File: config.mk
export PLATFORM = sky130hd
export DESIGN_NAME = alu_operand_sequencer
export DESIGN_NICKNAME = d
export VERILOG_FILES = /design/src/rtl/alu_operand_sequencer_pkg.sv /design/src/rtl/alu_operand_sequencer_operand_shifter.sv /design/src/rtl/alu_operand_sequencer.sv
export SDC_FILE = /design/constraint.sdc
export NUM_CORES = 1
export LEC_CHECK = 0
export ABC_AREA = 1
export BUFFER_PORTS_ARGS = -buffer_cell sky130_fd_sc_hd__buf_2
export CAP_MARGIN = 30
export CORE_MARGIN = 2
export CORE_UTILIZATION = 45
export DETAILED_ROUTE_END_ITERATION = 8
export PLACE_DENSITY = 0.65
export SLEW_MARGIN = 25
export SYNTH_ARGS = -nofsm -noshare
export SYNTH_HDL_FRONTEND = slang
export SYNTH_SLANG_ARGS = --single-unit
File: constraint.sdc
create_clock -name clk -period 1.4 [get_ports clk]
set_input_delay 0.07 -clock clk [delete_from_list [all_inputs] [get_ports clk]]
set_output_delay 0.07 -clock clk [all_outputs]
set_load 0.02 [all_outputs]
File: src/rtl/alu_operand_sequencer_pkg.sv
// Shared definitions for the ALU operand sequencer: widths, op/shift
// encodings and the command state machine states.
package alu_operand_sequencer_pkg;

   localparam int SEQ_DATA_W = 16;
   localparam int SEQ_NREG   = 8;
   localparam int SEQ_IDX_W  = 3;

   // ALU operation encodings, as understood by the downstream ALU
   typedef enum logic [1:0] {
      OP_ADD  = 2'b00,
      OP_SUB  = 2'b01,
      OP_AND  = 2'b10,
      OP_NOTB = 2'b11
   } alu_op_e;

   // One-position shifts applied to the B operand on its way to staging
   typedef enum logic [1:0] {
      SH_NONE = 2'b00,
      SH_LSL1 = 2'b01,
      SH_LSR1 = 2'b10,
      SH_ASR1 = 2'b11
   } shift_e;

   // One command walks IDLE -> RDA -> RDB -> EXEC -> WB -> IDLE
   typedef enum logic [2:0] {
      ST_IDLE = 3'd0,
      ST_RDA  = 3'd1,
      ST_RDB  = 3'd2,
      ST_EXEC = 3'd3,
      ST_WB   = 3'd4
   } state_e;

endpackage

File: src/rtl/alu_operand_sequencer_operand_shifter.sv
// Combinational single-position shifter for the B operand path.
module alu_operand_sequencer_operand_shifter
   import alu_operand_sequencer_pkg::*;
#(
   parameter int DATA_W = SEQ_DATA_W
) (
   input  logic [DATA_W-1:0] data_i,
   input  logic [1:0]        shift_i,
   output logic [DATA_W-1:0] data_o
);

   // Select pass-through, logical left/right or arithmetic right by one bit
   always_comb begin
      data_o = data_i;
      case (shift_i)
         SH_NONE: data_o = data_i;
         SH_LSL1: data_o = {data_i[DATA_W-2:0], 1'b0};
         SH_LSR1: data_o = {1'b0, data_i[DATA_W-1:1]};
         SH_ASR1: data_o = {data_i[DATA_W-1], data_i[DATA_W-1:1]};
         default: data_o = data_i;
      endcase
   end

endmodule

File: src/rtl/alu_operand_sequencer.sv
// Multi-cycle operand front end for the datapath ALU: register file,
// operand staging, result/status capture and write-back.
module alu_operand_sequencer
   import alu_operand_sequencer_pkg::*;
#(
   parameter int DATA_W = SEQ_DATA_W,
   parameter int NREG   = SEQ_NREG
) (
   input  logic                 clk,
   input  logic                 reset_n,
   input  logic                 start,
   input  logic [1:0]           aluop,
   input  logic [SEQ_IDX_W-1:0] rn,
   input  logic [SEQ_IDX_W-1:0] rm,
   input  logic [SEQ_IDX_W-1:0] rd,
   input  logic [1:0]           shift,
   input  logic                 wb_en,
   input  logic                 ld_en,
   input  logic [SEQ_IDX_W-1:0] ld_addr,
   input  logic [DATA_W-1:0]    ld_data,
   output logic [DATA_W-1:0]    alu_ain,
   output logic [DATA_W-1:0]    alu_bin,
   output logic [1:0]           alu_op,
   input  logic [DATA_W-1:0]    alu_out,
   input  logic [2:0]           alu_z,
   output logic [DATA_W-1:0]    c_out,
   output logic [2:0]           status,
   output logic                 busy,
   output logic                 done
);

   state_e state_q, state_d;

   // Latched command fields
   logic [1:0]           op_q;
   logic [SEQ_IDX_W-1:0] rn_q, rm_q, rd_q;
   logic [1:0]           shift_q;
   logic                 wb_en_q;

   // Operand staging, result and status
   logic [DATA_W-1:0] a_q, b_q, c_q;
   logic [2:0]        status_q;

   // General register file (flops: it must clear on reset)
   logic [DATA_W-1:0] regs_q [NREG];

   // Per-state strobes from the controller
   logic cmd_latch, ld_write, a_load, b_load, c_load, wb_write;

   logic [DATA_W-1:0] b_raw, b_shifted;

   assign b_raw = regs_q[rm_q];

   alu_operand_sequencer_operand_shifter #(
      .DATA_W (DATA_W)
   ) u_shifter (
      .data_i  (b_raw),
      .shift_i (shift_q),
      .data_o  (b_shifted)
   );

   // State register; reset aborts any command in flight
   always_ff @(posedge clk or negedge reset_n) begin
      if (!reset_n) begin
         state_q <= ST_IDLE;
      end else begin
         state_q <= state_d;
      end
   end

   // Next state and per-state strobes
   always_comb begin
      state_d   = state_q;
      busy      = 1'b1;
      done      = 1'b0;
      cmd_latch = 1'b0;
      ld_write  = 1'b0;
      a_load    = 1'b0;
      b_load    = 1'b0;
      c_load    = 1'b0;
      wb_write  = 1'b0;
      case (state_q)
         ST_IDLE: begin
            busy     = 1'b0;
            ld_write = ld_en;
            if (start) begin
               cmd_latch = 1'b1;
               state_d   = ST_RDA;
            end
         end
         ST_RDA: begin
            a_load  = 1'b1;
            state_d = ST_RDB;
         end
         ST_RDB: begin
            b_load  = 1'b1;
            state_d = ST_EXEC;
         end
         ST_EXEC: begin
            c_load  = 1'b1;
            state_d = ST_WB;
         end
         ST_WB: begin
            done     = 1'b1;
            wb_write = wb_en_q;
            state_d  = ST_IDLE;
         end
         default: begin
            busy    = 1'b0;
            state_d = ST_IDLE;
         end
      endcase
   end

   // Command latch, operand staging and result/status capture
   always_ff @(posedge clk or negedge reset_n) begin
      if (!reset_n) begin
         op_q     <= 2'b00;
         rn_q     <= '0;
         rm_q     <= '0;
         rd_q     <= '0;
         shift_q  <= 2'b00;
         wb_en_q  <= 1'b0;
         a_q      <= '0;
         b_q      <= '0;
         c_q      <= '0;
         status_q <= 3'b000;
      end else begin
         if (cmd_latch) begin
            op_q    <= aluop;
            rn_q    <= rn;
            rm_q    <= rm;
            rd_q    <= rd;
            shift_q <= shift;
            wb_en_q <= wb_en;
         end
         if (a_load) begin
            a_q <= regs_q[rn_q];
         end
         if (b_load) begin
            b_q <= b_shifted;
         end
         if (c_load) begin
            c_q      <= alu_out;
            status_q <= alu_z;
         end
      end
   end

   // Register file writes: direct loads in IDLE, result write-back in WB
   always_ff @(posedge clk or negedge reset_n) begin
      if (!reset_n) begin
         for (int i = 0; i < NREG; i++) begin
            regs_q[i] <= '0;
         end
      end else begin
         if (ld_write) begin
            regs_q[ld_addr] <= ld_data;
         end
         if (wb_write) begin
            regs_q[rd_q] <= c_q;
         end
      end
   end

   assign alu_ain = a_q;
   assign alu_bin = b_q;
   assign alu_op  = op_q;
   assign c_out   = c_q;
   assign status  = status_q;

endmodule

* Yosys cells after proc, flatten, opt, wreduce, memory -nomap -nowiden
Cells that the tools add are included.
** Word-level totals
- Flip-flop bits (word level) :: 196
- Input bits :: 56
- Logic and storage cells :: 68
** Operators by class
- Order comparisons :: 6
- Equal/unequal tests :: 8
- Mux-type cells :: 26
- Bitwise logic cells :: 4
- Reductions and logical operators :: 5
** Operators by type and width (number)
- $bwmux W128 :: 2
- $mux W128 :: 2
- $bmux W16 S3 :: 2
- $demux W16 S3 :: 2
- $mux W16 :: 6
- $pmux W16 S4 :: 1
- $ge A4 B4 Y1 const B :: 4
- $not A3 Y4 :: 4
- $pmux W3 S4 :: 1
- $mux W1 :: 9
- $lt A4 B1 Y1 const B :: 2
- $eq A3 B2 Y1 const B :: 2
- $eq A2 B2 Y1 const B :: 2
- $reduce_or A4 Y1 :: 1
- $eq A3 B1 Y1 const B :: 1
- $eq A3 B3 Y1 const B :: 1
- $logic_not A3 Y1 :: 1
- $mux W3 :: 1
- $eq A2 B1 Y1 const B :: 1
- $logic_and A1 B1 Y1 :: 2
- $logic_not A2 Y1 :: 1
- $ne A2 B2 Y1 const B :: 1

* Longest topological paths before layout
- Depth in word-level cells :: 9
- Mapped depth :: 11

* Modules after synthesis
From an unflattened synthesis, not the netlist that was laid out.
** Unflattened totals
- Cell total of the unflattened synthesis :: 1837
- Area total of the unflattened synthesis :: 12136.6 um^2
** Modules (own cells, without submodules)
- alu_operand_sequencer :: instances 1, cells each 1766, area each 11773.8 um^2
- alu_operand_sequencer_operand_shifter :: instances 1, cells each 71, area each 362.8 um^2

* Worst setup path after synthesis
OpenSTA, ideal clock, no wires.
- Path type :: reg2reg
- Start :: register state_q[1]
- End :: register regs_q[54] (netlist bit)
- Data arrival time :: 1424 ps
- Data required time :: 1287 ps
- Slack :: -137 ps
- Cell stages (with the launch flop) :: 12
- Cell sequence :: dfrtp_1 nor2_4 nand2_4 nor2_8 nand2_8 nor2_8 inv_4 buf_6 nand2_1 nand3_1 nand2_1 inv_1
** Between the ends
- Cells in the longest elaborated chain, start to end :: 5
- Elaborated cells between the ends (all ways) :: 7
** RTL lines
- start: declaration :: line alu_operand_sequencer.sv:32 : state_e state_q, state_d;
- start signal: assignment :: line alu_operand_sequencer.sv:67 : state_q <= state_d;
- $logic_not A3 Y1 :: line alu_operand_sequencer.sv:82 : case (state_q)
- $mux W1 :: line alu_operand_sequencer.sv:82
- $mux W128 :: line alu_operand_sequencer.sv:157 : if (ld_write) begin
- $bwmux W128 :: line alu_operand_sequencer.sv:161 : regs_q[rd_q] <= c_q;
- $mux W128 (*) :: line alu_operand_sequencer.sv:160 : if (wb_write) begin
- end signal: indexed assignment :: line alu_operand_sequencer.sv:158 : regs_q[ld_addr] <= ld_data;
- end signal: indexed assignment :: line alu_operand_sequencer.sv:161
- end: declaration :: line alu_operand_sequencer.sv:45 : logic [DATA_W-1:0] regs_q [NREG];
Every way passes the cells marked *; elsewhere a longest branch is shown, timed or not.
A chain may end at the register's enable or synchronous reset.

* Worst setup path in the final report
- Start :: register state_q[1]
- End :: register regs_q[44] (netlist bit)
Same word-level chain as after synthesis.

==> results.md <==
| Metric | Value | Unit |
|:---|:---|:---|
| Run status | complete, but fails checks | - |
| Failing checks | setup timing | - |
| Via count of the first global-routing pass | 12100 | - |
| Final Worst Setup Slack | -0.449 | ns |
| Iteration-0 DRC Markers | 1394 | - |
| CP Capture Type | flip-flop | - |
| Starting Density | 0.454 | - |
| H-Tree Depth | 4 | - |
| Reported max-cap violation count | 0 | - |
| Via Count | 12700 | - |
| Area share of the leading cell type in the synthesized netlist | 0.391 | - |
| CTS sink count | 196 | - |
| Dpl hpwl | 29.2 | mm |
| Die area | 0.0292 | mm^2 |
| CP Launch Point | state_q[1]$_DFFE_PN0P_ | - |
| Number of rows created at floorplan | 61 | - |
| Comb pwr share | 0.584 | - |
| Beginning of the worst hold path | ld_data[5] | - |
| Cell type with the largest total area after synthesis | dfrtp_1 | - |
| Clock share of power | 0.139 | - |
| Final cycle utilization of the critical path | 1.32 | - |
| Clock buffer depth | 2 | - |
| Number of nets with antenna violations after routing | 0 | - |
| # setup viols final | 171 | - |
| Relative slew margins | 0.653 | - |
| Share of synthesized area occupied by flip-flops and latches | 0.391 | - |
| Crit Reg-Reg Startpoint | state_q[1]$_DFFE_PN0P_ | - |
| Final count of pins violating max slew | 0 | - |
| Floorplan die height | 171 | um |
| Peak supply drop | 0.000977 | V |
| Boundary Pins | 111 | - |
| Synth top area cells | dfrtp_1, nand2_1, nand3_1 | - |
| Net count reported at finish | 2126 | - |
| Area of the mapped netlist | 0.0125 | mm^2 |
| Num CTS Buffers | 17 | - |
| Worst Hold Margin | 0.0181 | ns |
| Detailed-route wire length | 41.8 | mm |
| Post-route design area | 0.0163 | mm^2 |
| Non-filler instance count after layout | 2462 | - |
| Path type of the worst min-delay path | input pin to flip-flop | - |
| Chip width | 171 | um |
| Antenna violations before repair | 2 | - |
| Synth Instances | 1905 | - |
| Count of port buffers added during placement | 110 | - |
| Final Critical Period | 1.85 | ns |
| Net count of the mapped netlist | 1961 | - |
| Area overhead of the layout relative to synthesis | 29.8 | % |
| Distinct cell type count after synthesis | 30 | - |
| Critical path startpoint category | flip-flop | - |
| Placed Cells | 2356 | - |
| Commonest cells post-synth | nand2_1, nand3_1, inv_1, dfrtp_1, o21ai_0 | - |
| Routability congestion estimate from global placement | 0.916 | - |
| Proportion of register bits with asynchronous set or reset after synthesis | 1.00 | - |
| Synth warnings | 0 | - |
| Power spent charging and discharging nets | 18.5 | mW |
| Mapped Avg Cell Area | 6.59 | um^2 |
| DRC Markers | 0 | - |
| CTS tree | built | - |
| Arr. time, crit path | 2.24 | ns |
| Skew-Pair Late Insertion Delay | 0.45 | ns |
| Overall power consumption | 37.8 | mW |
| Fraction of final layout cells with drive strength greater than 1 | 0.216 | - |
| Endpoints failing hold | 0 | - |
| First-pass GRT wire length | 66.4 | mm |
| Worst-path fanout max | 6 | - |
| Internal power of the cells | 19.3 | mW |
| Worst clock skew | 0.0186 | ns |
| Critical Setup Path Class | flip-flop to flip-flop | - |
| Most numerous cell in the Yosys netlist | nand2_1 | - |
| Setup repair after global routing missed its margin | true | - |
| Maximum number of pins on one net before global-route repair | 44 | - |
| Clock-pin slew of the registers on the worst-case setup and hold paths | 0.09 | ns |
| Most used DFF post-synth | dfrtp_1 | - |
| Remaining Overflow, GRT | 0 | - |
| Avg WL per Cell | 17.0 | um |
| Sw frac | 0.489 | - |
| Core Region | 0.0276 | mm^2 |
| Post-synth EDFFs | 0 | - |
| Total global-route track usage | 0.293 | - |
| First drt pass iteration count | 5 | - |
| Power Density | 2320 | mW/mm^2 |
| Buffer cell driving the clock tree root | clkbuf_16 | - |
| Register share of total power | 0.278 | - |
| Critical path data required time | 1.79 | ns |
| Worst Max-Slew Pin Slew | 0.519 | ns |
| Post-synthesis register bit count | 196 | - |
| Avg Vias per Cell | 5.17 | - |
| Maximum operating frequency | 0.541 | GHz |
| Leakage power | 9.00 | nW |
| Placed instance area | 0.0139 | mm^2 |
==> state kept, by name, summed over array words and instances (netlist names) <==
| signal | flops |
|---|---|
| rn_q | 3 |
| status | 3 |
| state_q | 3 |
| alu_op | 2 |
| alu_bin | 16 |
| regs_q | 128 |
| rd_q | 3 |
| rm_q | 3 |
| c_out | 16 |
| alu_ain | 16 |
| shift_q | 2 |
| wb_en_q | 1 |
==> per-layer routing <==
layer,wire (um),share of wire,vias to the layer above,global-route usage
met5,13,0.00031,-,0
met4,806,0.019,2,0.0807
met3,3620,0.086,58,0.0525
met2,19200,0.46,569,0.466
met1,18200,0.43,5927,0.409
li1,-,-,6181,-
==> cell families (layout without fill, tap and decap cells) <==
| family | count (synthesis) | after routing | share of synthesized area |
|---|---|---|---|
| AND/OR/NAND/NOR | 1113 | 1113 | 0.389 |
| buffers and inverters | 405 | 583 | 0.142 |
| flip-flops | 196 | 196 | 0.391 |
| AO/OA/AOI/OAI | 186 | 186 | 0.0742 |
| multiplexers | 4 | 4 | 0.00359 |
| XOR/XNOR | 1 | 1 | 0.000698 |
| other | 0 | 1 | 0 |
==> layout make-up <==
cell class | instances | area, um^2
fillers | 2612 | 11300
clock buffers | 17 | 425
flip-flops and latches | 196 | 4910
multi-input cells | 1304 | 6590
well taps | 378 | 473
repair buffers | 254 | 2450
diodes | 1 | 2.50
inverters | 296 | 1220
clock inverters | 15 | 204
repair inverters | 1 | 16.3
==> stage by stage <==
stage	setup WS, ns	util	setup TNS [ns]
after detailed placement	-0.256	0.503	-26.91
after global routing	-0.536	0.589	-68.29
final	-0.449	0.589	-49.26
after CTS	-0.394	0.577	-45.87
after floorplan	-0.137	-	-11.18
after global placement	-0.197	0.503	-22.02
==> power groups by stage <==
stage          logic [mW]  clock network, mW  registers, mW
4_1_cts              21.1               5.30           10.4
5_1_grt              24.4               5.54           10.8
6_report             22.1               5.25           10.5
3_5_place_dp         18.7                  0           10.5
2_1_floorplan        11.6                  0           10.7
3_3_place_gp         18.4                  0           10.4
==> critical path, cell delays in order (launching register included) <==
cell and delay, ns:
dfrtp_1 0.41, buf_6 0.13, nor2_4 0.14, nand2_4 0.09
nor2_8 0.15, nand2_8 0.09, buf_12 0.14, nor2_8 0.20
clkbuf_16 0.21, nand2_2 0.05, nand3_2 0.07, nand2_1 0.05
inv_1 0.04
==> worst paths after layout <==
path / to / slack [ns] / depth (start not counted)
max: regs_q[44]$_DFF_PN0_ / -0.45 / 12
min: regs_q[5]$_DFF_PN0_ / 0.02 / 3
max reg2reg: regs_q[44]$_DFF_PN0_ / -0.45 / 12
min reg2reg: status[1]$_DFFE_PN0P_ / 0.47 / 2
max in group asynchronous: alu_bin[10]$_DFFE_PN0N_ / 0.70 / 3
min in group asynchronous: regs_q[20]$_DFF_PN0_ / 0.10 / 2
==> timing repair <==
item                                    4_1_cts  5_1_grt
cloned                                        7        1
setup buffers                                24        3
hold endpoints to repair                    235        0
pin swaps                                    49       28
hold buffers                                 40        0
resized for setup                           173       74
endpoints found under the setup margin      162      179
==> cells in the final DEF, fill, tap and decap left out, types with 3 or more instances in the layout <==
master and count:
inv_6 8, dfrtp_1 195, nor2_2 4, clkinv_8 8
dlygate4sd3_1 40, nand3_2 91, clkinv_1 3, nand3_1 185
inv_2 3, buf_4 38, nor2_8 11, or2_2 14
clkinv_2 4, mux2_2 4, o21ai_1 30, buf_12 38
nand2_1 666, clkbuf_16 18, inv_8 8, buf_2 107
o21ai_0 80, inv_1 270, a21oi_1 74, nand2_4 9
buf_16 6, nand2_8 5, nand2_2 24, nor2_1 88
buf_6 21, nand3_4 10
No activity file was read; power rests on OpenSTA's default activity.
